===== src/rtl/slot_pkg.sv =====
// Shared types and constants for the slot machine judge.
// Symbols run 0..4; symbol 4 is the jackpot face.
package slot_pkg;

  localparam int SYM_W = 3;
  localparam logic [SYM_W-1:0] SYM_MAX = 3'b100;

  typedef enum logic [3:0] {
    ST_IDLE,
    ST_SPIN3,
    ST_CAP0,
    ST_SPIN2,
    ST_CAP1,
    ST_SPIN1,
    ST_CAP2,
    ST_JUDGE,
    ST_PAY
  } state_t;

  localparam logic [1:0] WIN_NONE   = 2'b00;
  localparam logic [1:0] WIN_PAIR   = 2'b01;
  localparam logic [1:0] WIN_TRIPLE = 2'b10;
  localparam logic [1:0] WIN_JACK   = 2'b11;

endpackage


===== src/rtl/btn_edge.sv =====
// Active-low button press detector.
// One register holds the previous level; press = was released, now low.
module btn_edge (
  input  logic clk,
  input  logic clrb,
  input  logic btn_n,
  output logic press
);

  logic prev;

  always_ff @(posedge clk or negedge clrb) begin
    if (!clrb) prev <= 1'b1;
    else       prev <= btn_n;
  end

  assign press = prev & ~btn_n;

endmodule


===== src/rtl/slot_judge.sv =====
// Reel run control, symbol capture, grading and credit keeping
// for a three-reel slot machine.
module slot_judge
  import slot_pkg::*;
#(
  parameter int CREDIT_W    = 8,
  parameter int INIT_CREDIT = 3,
  parameter int BET         = 1,
  parameter int PAY_PAIR    = 1,
  parameter int PAY_TRIPLE  = 5,
  parameter int PAY_JACK    = 20
) (
  input  logic                clk,
  input  logic                clrb,
  input  logic                coin_n,
  input  logic                start_n,
  input  logic                stop_n,
  input  logic [SYM_W-1:0]    reel0,
  input  logic [SYM_W-1:0]    reel1,
  input  logic [SYM_W-1:0]    reel2,
  output logic [2:0]          run_n,
  output logic [SYM_W-1:0]    hold0,
  output logic [SYM_W-1:0]    hold1,
  output logic [SYM_W-1:0]    hold2,
  output logic [CREDIT_W-1:0] credit,
  output logic [1:0]          win,
  output logic                busy
);

  localparam logic [31:0] CMAX =
    32'((64'd1 << CREDIT_W) - 64'd1);
  localparam logic [31:0] BET_W = 32'(BET);
  localparam logic [31:0] P_PAIR = 32'(PAY_PAIR);
  localparam logic [31:0] P_TRI = 32'(PAY_TRIPLE);
  localparam logic [31:0] P_JACK = 32'(PAY_JACK);
  localparam logic [CREDIT_W-1:0] CR_INIT =
    CREDIT_W'(INIT_CREDIT);
  localparam logic [CREDIT_W-1:0] CR_SAT =
    CMAX[CREDIT_W-1:0];

  logic coin_ev;
  logic start_ev;
  logic stop_ev;

  btn_edge u_coin (
    .clk   (clk),
    .clrb  (clrb),
    .btn_n (coin_n),
    .press (coin_ev)
  );

  btn_edge u_start (
    .clk   (clk),
    .clrb  (clrb),
    .btn_n (start_n),
    .press (start_ev)
  );

  btn_edge u_stop (
    .clk   (clk),
    .clrb  (clrb),
    .btn_n (stop_n),
    .press (stop_ev)
  );

  state_t               state;
  state_t               state_d;
  logic [2:0]           run_d;
  logic [SYM_W-1:0]     h0_d;
  logic [SYM_W-1:0]     h1_d;
  logic [SYM_W-1:0]     h2_d;
  logic [1:0]           win_d;
  logic [CREDIT_W-1:0]  credit_d;
  logic                 accept;
  logic [31:0]          pay;
  logic [31:0]          base;
  logic [31:0]          sum;

  // Out-of-range symbols never count toward a match.
  logic m01;
  logic m12;
  logic m02;
  logic [1:0] grade;

  always_comb begin
    m01 = (hold0 == hold1) && (hold0 <= SYM_MAX);
    m12 = (hold1 == hold2) && (hold1 <= SYM_MAX);
    m02 = (hold0 == hold2) && (hold0 <= SYM_MAX);
    if (m01 && m12 && hold0 == SYM_MAX)
      grade = WIN_JACK;
    else if (m01 && m12)
      grade = WIN_TRIPLE;
    else if (m01 || m12 || m02)
      grade = WIN_PAIR;
    else
      grade = WIN_NONE;
  end

  always_comb begin
    state_d = state;
    run_d   = run_n;
    h0_d    = hold0;
    h1_d    = hold1;
    h2_d    = hold2;
    win_d   = win;
    accept  = 1'b0;
    pay     = 32'd0;
    unique case (state)
      ST_IDLE: begin
        if (start_ev && 32'(credit) >= BET_W) begin
          accept  = 1'b1;
          win_d   = WIN_NONE;
          run_d   = 3'b000;
          state_d = ST_SPIN3;
        end
      end
      ST_SPIN3: begin
        if (stop_ev) begin
          run_d[0] = 1'b1;
          state_d  = ST_CAP0;
        end
      end
      ST_CAP0: begin
        h0_d    = reel0;
        state_d = ST_SPIN2;
      end
      ST_SPIN2: begin
        if (stop_ev) begin
          run_d[1] = 1'b1;
          state_d  = ST_CAP1;
        end
      end
      ST_CAP1: begin
        h1_d    = reel1;
        state_d = ST_SPIN1;
      end
      ST_SPIN1: begin
        if (stop_ev) begin
          run_d[2] = 1'b1;
          state_d  = ST_CAP2;
        end
      end
      ST_CAP2: begin
        h2_d    = reel2;
        state_d = ST_JUDGE;
      end
      ST_JUDGE: begin
        win_d   = grade;
        state_d = ST_PAY;
      end
      ST_PAY: begin
        unique case (win)
          WIN_PAIR:   pay = P_PAIR;
          WIN_TRIPLE: pay = P_TRI;
          WIN_JACK:   pay = P_JACK;
          default:    pay = 32'd0;
        endcase
        state_d = ST_IDLE;
      end
      default: state_d = ST_IDLE;
    endcase
  end

  // Bet is checked against pre-coin credit; additions saturate.
  always_comb begin
    base = 32'(credit) - (accept ? BET_W : 32'd0);
    sum  = base + 32'(coin_ev) + pay;
    if (sum > CMAX) credit_d = CR_SAT;
    else            credit_d = sum[CREDIT_W-1:0];
  end

  always_ff @(posedge clk or negedge clrb) begin
    if (!clrb) begin
      state  <= ST_IDLE;
      run_n  <= 3'b111;
      hold0  <= SYM_MAX;
      hold1  <= SYM_MAX;
      hold2  <= SYM_MAX;
      credit <= CR_INIT;
      win    <= WIN_NONE;
    end else begin
      state  <= state_d;
      run_n  <= run_d;
      hold0  <= h0_d;
      hold1  <= h1_d;
      hold2  <= h2_d;
      credit <= credit_d;
      win    <= win_d;
    end
  end

  assign busy = (state != ST_IDLE);

endmodule


===== config.mk =====
export PLATFORM = sky130hd
export DESIGN_NAME = slot_judge
export DESIGN_NICKNAME = d
export VERILOG_FILES = /design/src/rtl/slot_pkg.sv /design/src/rtl/btn_edge.sv /design/src/rtl/slot_judge.sv
export SDC_FILE = /design/constraint.sdc
export NUM_CORES = 1
export LEC_CHECK = 0
export BUFFER_PORTS_ARGS = -buffer_cell sky130_fd_sc_hd__buf_4
export CAP_MARGIN = 15
export CORE_ASPECT_RATIO = 1.2
export CORE_MARGIN = 1.5
export CORE_UTILIZATION = 35
export DETAILED_ROUTE_END_ITERATION = 10
export HOLD_SLACK_MARGIN = 0.03
export PLACE_DENSITY = 0.65
export RECOVER_POWER = 25
export SLEW_MARGIN = 20
export SYNTH_ARGS = -nofsm -noshare
export SYNTH_HDL_FRONTEND = slang
export SYNTH_SLANG_ARGS = --single-unit

===== constraint.sdc =====
create_clock -name clk -period 4.9 [get_ports clk]
set_input_delay 0.49 -clock clk [delete_from_list [all_inputs] [get_ports clk]]
set_output_delay 0.49 -clock clk [all_outputs]
set_load 0.1 [all_outputs]

==> results.rst <==
.. list-table::
   :header-rows: 1

   * - Metric
     - Value
   * - Count of warnings emitted by yosys
     - 0
   * - Root cell of the clock tree
     - sky130_fd_sc_hd__clkbuf_8
   * - Delay-heaviest family, CP
     - simple AND/OR/NAND/NOR gates
   * - Flip-flop cell with the highest count after synthesis
     - sky130_fd_sc_hd__dfrtp_1
   * - Number of clock sinks
     - 29
   * - Final hold vios
     - 0
   * - Required arrival time at the worst endpoint
     - 5.05 ns
   * - Global-route wire length before repair
     - 8.69 mm
   * - Initial Util
     - 36.4%
   * - Relative slew slack
     - -0.255%
   * - Maximum net fanout on the critical path
     - 7
   * - Combined area of the multi-input logic cells
     - 1450 um^2
   * - Post-synthesis instance total
     - 243
   * - Status
     - finished with violations
   * - Mapped cell area
     - about 2200 um^2
   * - Worst-path clk slew
     - 0.07 ns
   * - Global route total overflow
     - 0
   * - Most used standard cell by instance count after synthesis
     - sky130_fd_sc_hd__nor2_1
   * - Critical path class
     - flip-flop to flip-flop
   * - Worst EP arrival
     - 4.83 ns
   * - CTS H-Tree Depth
     - 2
   * - Critical Path End Type
     - flip-flop
   * - Floorplan die height
     - 90.2 um
   * - Setup violation total in the final timing report
     - 0
   * - Post-route clock period utilization
     - 95.4%
   * - Fin nets
     - 314
   * - TritonCTS Buffers
     - 5
   * - Vias after detailed routing
     - roughly 2000
   * - Avg Cell Area, Syn
     - about 9.1 um^2
   * - Share of the synthesized area in the top cell type
     - approximately a fifth
   * - Count of antenna diodes in the layout
     - 0
   * - Final period demand of the worst path
     - 4.68 ns
   * - TritonCTS clock tree
     - done
   * - Post-cts hold buffer count
     - 0
   * - Most used standard cells in the synthesized netlist
     - sky130_fd_sc_hd__nor2_1, sky130_fd_sc_hd__dfrtp_1, sky130_fd_sc_hd__ha_1
   * - Fraction of registers with async set/reset
     - 100%
   * - Post-synth EDFFs
     - 0
   * - Violations in the final reports
     - capacitance limit, slew limit
   * - Core ar.
     - between 6000 and 7000 um^2
   * - Maximum number of pins on one net before global-route repair
     - 30
   * - Filler Cell Count
     - 601
   * - Post-synth top area cell
     - sky130_fd_sc_hd__dfrtp_1
   * - DP HPWL
     - 3.92 mm
   * - Number of buffer cells added on primary ports
     - 36
   * - Average via count per standard cell
     - 5.36
   * - Count of final max-slew check failures
     - 29
   * - Worst path slowest cell
     - sky130_fd_sc_hd__dfrtp_2
   * - Hold Path Class
     - input pin to flip-flop
   * - Drt total wl
     - 5.18 mm
   * - Max-Cap Viols
     - 1
   * - Peak per-stage delay on the critical path
     - 0.42 ns
   * - Wire length per cell after detailed routing
     - 14.2 um
   * - Most area-consuming cells after synthesis
     - sky130_fd_sc_hd__dfrtp_1, sky130_fd_sc_hd__dfstp_2, sky130_fd_sc_hd__ha_1, sky130_fd_sc_hd__mux2_2, sky130_fd_sc_hd__xnor2_1
   * - Critical path's most frequent cell
     - sky130_fd_sc_hd__ha_1
   * - Count of routing violations after the opening detailed-route iteration
     - 62
   * - Fin Clk Skew
     - 0.00630 ns
   * - Count of different cell masters after synthesis
     - 53
   * - Area Overhead vs Synth
     - 25.2%
   * - Number of search-and-repair iterations in the first detailed-routing pass
     - 4
   * - Area used by sequential logic in the layout
     - 746 um^2
   * - DRC violations left
     - 0
   * - Number of nets in the synthesized netlist
     - 275
   * - Count of pins on the block boundary
     - 37
   * - Clk_lat worst skew
     - 0.28 ns
   * - Remaining antenna violation count
     - 0
   * - Cell Chain, Critical Path
     - nor4_4, nand2_1, nand3b_1, nor2_2, ha_1, ha_1, inv_1, ha_1, and4b_1, a31oi_2, xnor2_1, ha_1, a41oi_2, nor3_4, nand4_1, ha_1, nand2_1, nor4_1, nand4_1, buf_4, nor2_1, o21ai_0
   * - Share of post-route cells with drive strength above 1
     - a little under a third
   * - Sum of negative setup slack
     - 0 ns
   * - Slew at the pin closest to its max-slew limit
     - 1.50 ns
   * - Achievable frequency
     - 0.214 GHz
   * - Die width
     - 75.7 um
   * - Die area
     - roughly 6800 um^2
   * - Count of buffering cells on the critical path with inverters included
     - 2
   * - Overall fraction of global-route tracks in use
     - around 16%
   * - Number of storage elements in the synthesis netlist
     - 29
   * - Via count of the first global-routing pass
     - roughly 1900
   * - Bufs on Longest Clock Path
     - 2
   * - Final Wtd Congestion
     - 0.888
   * - Std-Cell Rows
     - 31
   * - Number of antenna violations at the first check in global routing
     - 0
   * - Startpoint class of the critical path
     - flip-flop
   * - Proportion of synthesized chip area in sequential cells
     - 33.3%
==> worst register-to-register path: cells and delay by family (launching register included) <==
family | cells | cell delay, ns
AOI/OAI and AO/OA | 3 | 0.43
DFF | 1 | 0.42
xor gates and xnor gates | 1 | 0.12
buffers and inverters | 2 | 0.24
and+or+nand+nor | 11 | 1.88
adders and majority gates | 5 | 1.48
==> state kept, by name, indices dropped and copies added, names as in the netlist <==
name,flops
credit,8
hold0,3
hold1,3
hold2,3
run_n,3
state,4
u_coin.prev,1
u_start.prev,1
u_stop.prev,1
win,2
==> worst paths after layout <==
| path | from | endpoint | slack, ns | cells past startpoint |
|---|---|---|---|---|
| max | credit[5]$_DFF_PN0_ | credit[3]$_DFF_PN0_ | 0.22 | 22 |
| min | stop_n | u_stop.prev$_DFF_PN1_ | 0.31 | 1 |
| min in group asynchronous | clrb | hold0[1]$_DFFE_PN0P_ | 0.57 | 1 |
| max in group asynchronous | clrb | credit[6]$_DFF_PN0_ | 3.34 | 1 |
| min reg2reg | run_n[0]$_DFFE_PN1P_ | run_n[0]$_DFFE_PN1P_ | 0.50 | 2 |
| max reg2reg | credit[5]$_DFF_PN0_ | credit[3]$_DFF_PN0_ | 0.22 | 22 |
==> stage by stage <==
step                setup slack (ns)  instances  utilization, %  hold WS (ns)  instance area, um^2
finish                         0.224        365            45.6         0.310                 2780
global route                 -0.0147        365            45.6         0.305                 2780
CTS                           0.0314        364            45.0         0.123                 2740
detailed placement            0.0907        356            43.0         0.428                 2620
global placement               0.204        356            43.0         0.431                 2620
floorplan                     0.0246        243               -         0.194                 2230
==> cell usage in the layout (no fill, tap or decap), types with 7 or more instances in the layout <==
master,synthesis,final
sky130_fd_sc_hd__xor2_1,10,10
sky130_fd_sc_hd__nor2b_1,7,7
sky130_fd_sc_hd__xnor2_1,11,10
sky130_fd_sc_hd__mux2_2,9,9
sky130_fd_sc_hd__nand2_1,16,15
sky130_fd_sc_hd__nand4_1,11,11
sky130_fd_sc_hd__buf_4,0,41
sky130_fd_sc_hd__o21ai_0,12,12
sky130_fd_sc_hd__nor2_1,21,20
sky130_fd_sc_hd__nor3_1,8,7
sky130_fd_sc_hd__dfstp_2,11,11
sky130_fd_sc_hd__ha_1,18,18
sky130_fd_sc_hd__dfrtp_1,18,13
sky130_fd_sc_hd__inv_1,8,8
==> metal layers <==
| metal | routed length [um] | GRT usage (%) |
|---|---|---|
| met3 | 193 | 3.48 |
| met2 | 2590 | 26.6 |
| met5 | 0 | 0 |
| met4 | 72 | 4.02 |
| met1 | 2320 | 20.5 |
==> cell families (layout without fill, tap and decap cells) <==
logic type,after synthesis,count (layout),synth area share (%)
adder cells (fa/ha/maj),18,18,10.1
multiplexers,9,9,4.57
XOR/XNOR,21,21,8.29
AO/OA/AOI/OAI,47,47,14.9
flip-flops,29,29,33.3
AND/OR/NAND/NOR,98,98,25.2
buffers and inverters,21,61,3.55
==> area by class of cell <==
type	instances	share of cell area (%)
clock buffer	6	2.97
inverter	8	1.08
tap	82	3.69
clock inverter	2	1.35
sequential	29	26.8
timing repair buffer	45	11.8
multi-input combinational	193	52.3
==> timing repair <==
action / in CTS / in global routing
setup endpoints to repair: 0 / 8
gates resized for setup: 0 / 7
buffers inserted: 0 / 1
Power is left out: the tool's default activity adds up to more than one toggle a clock period on the data nets, which glitch-free logic cannot reach.
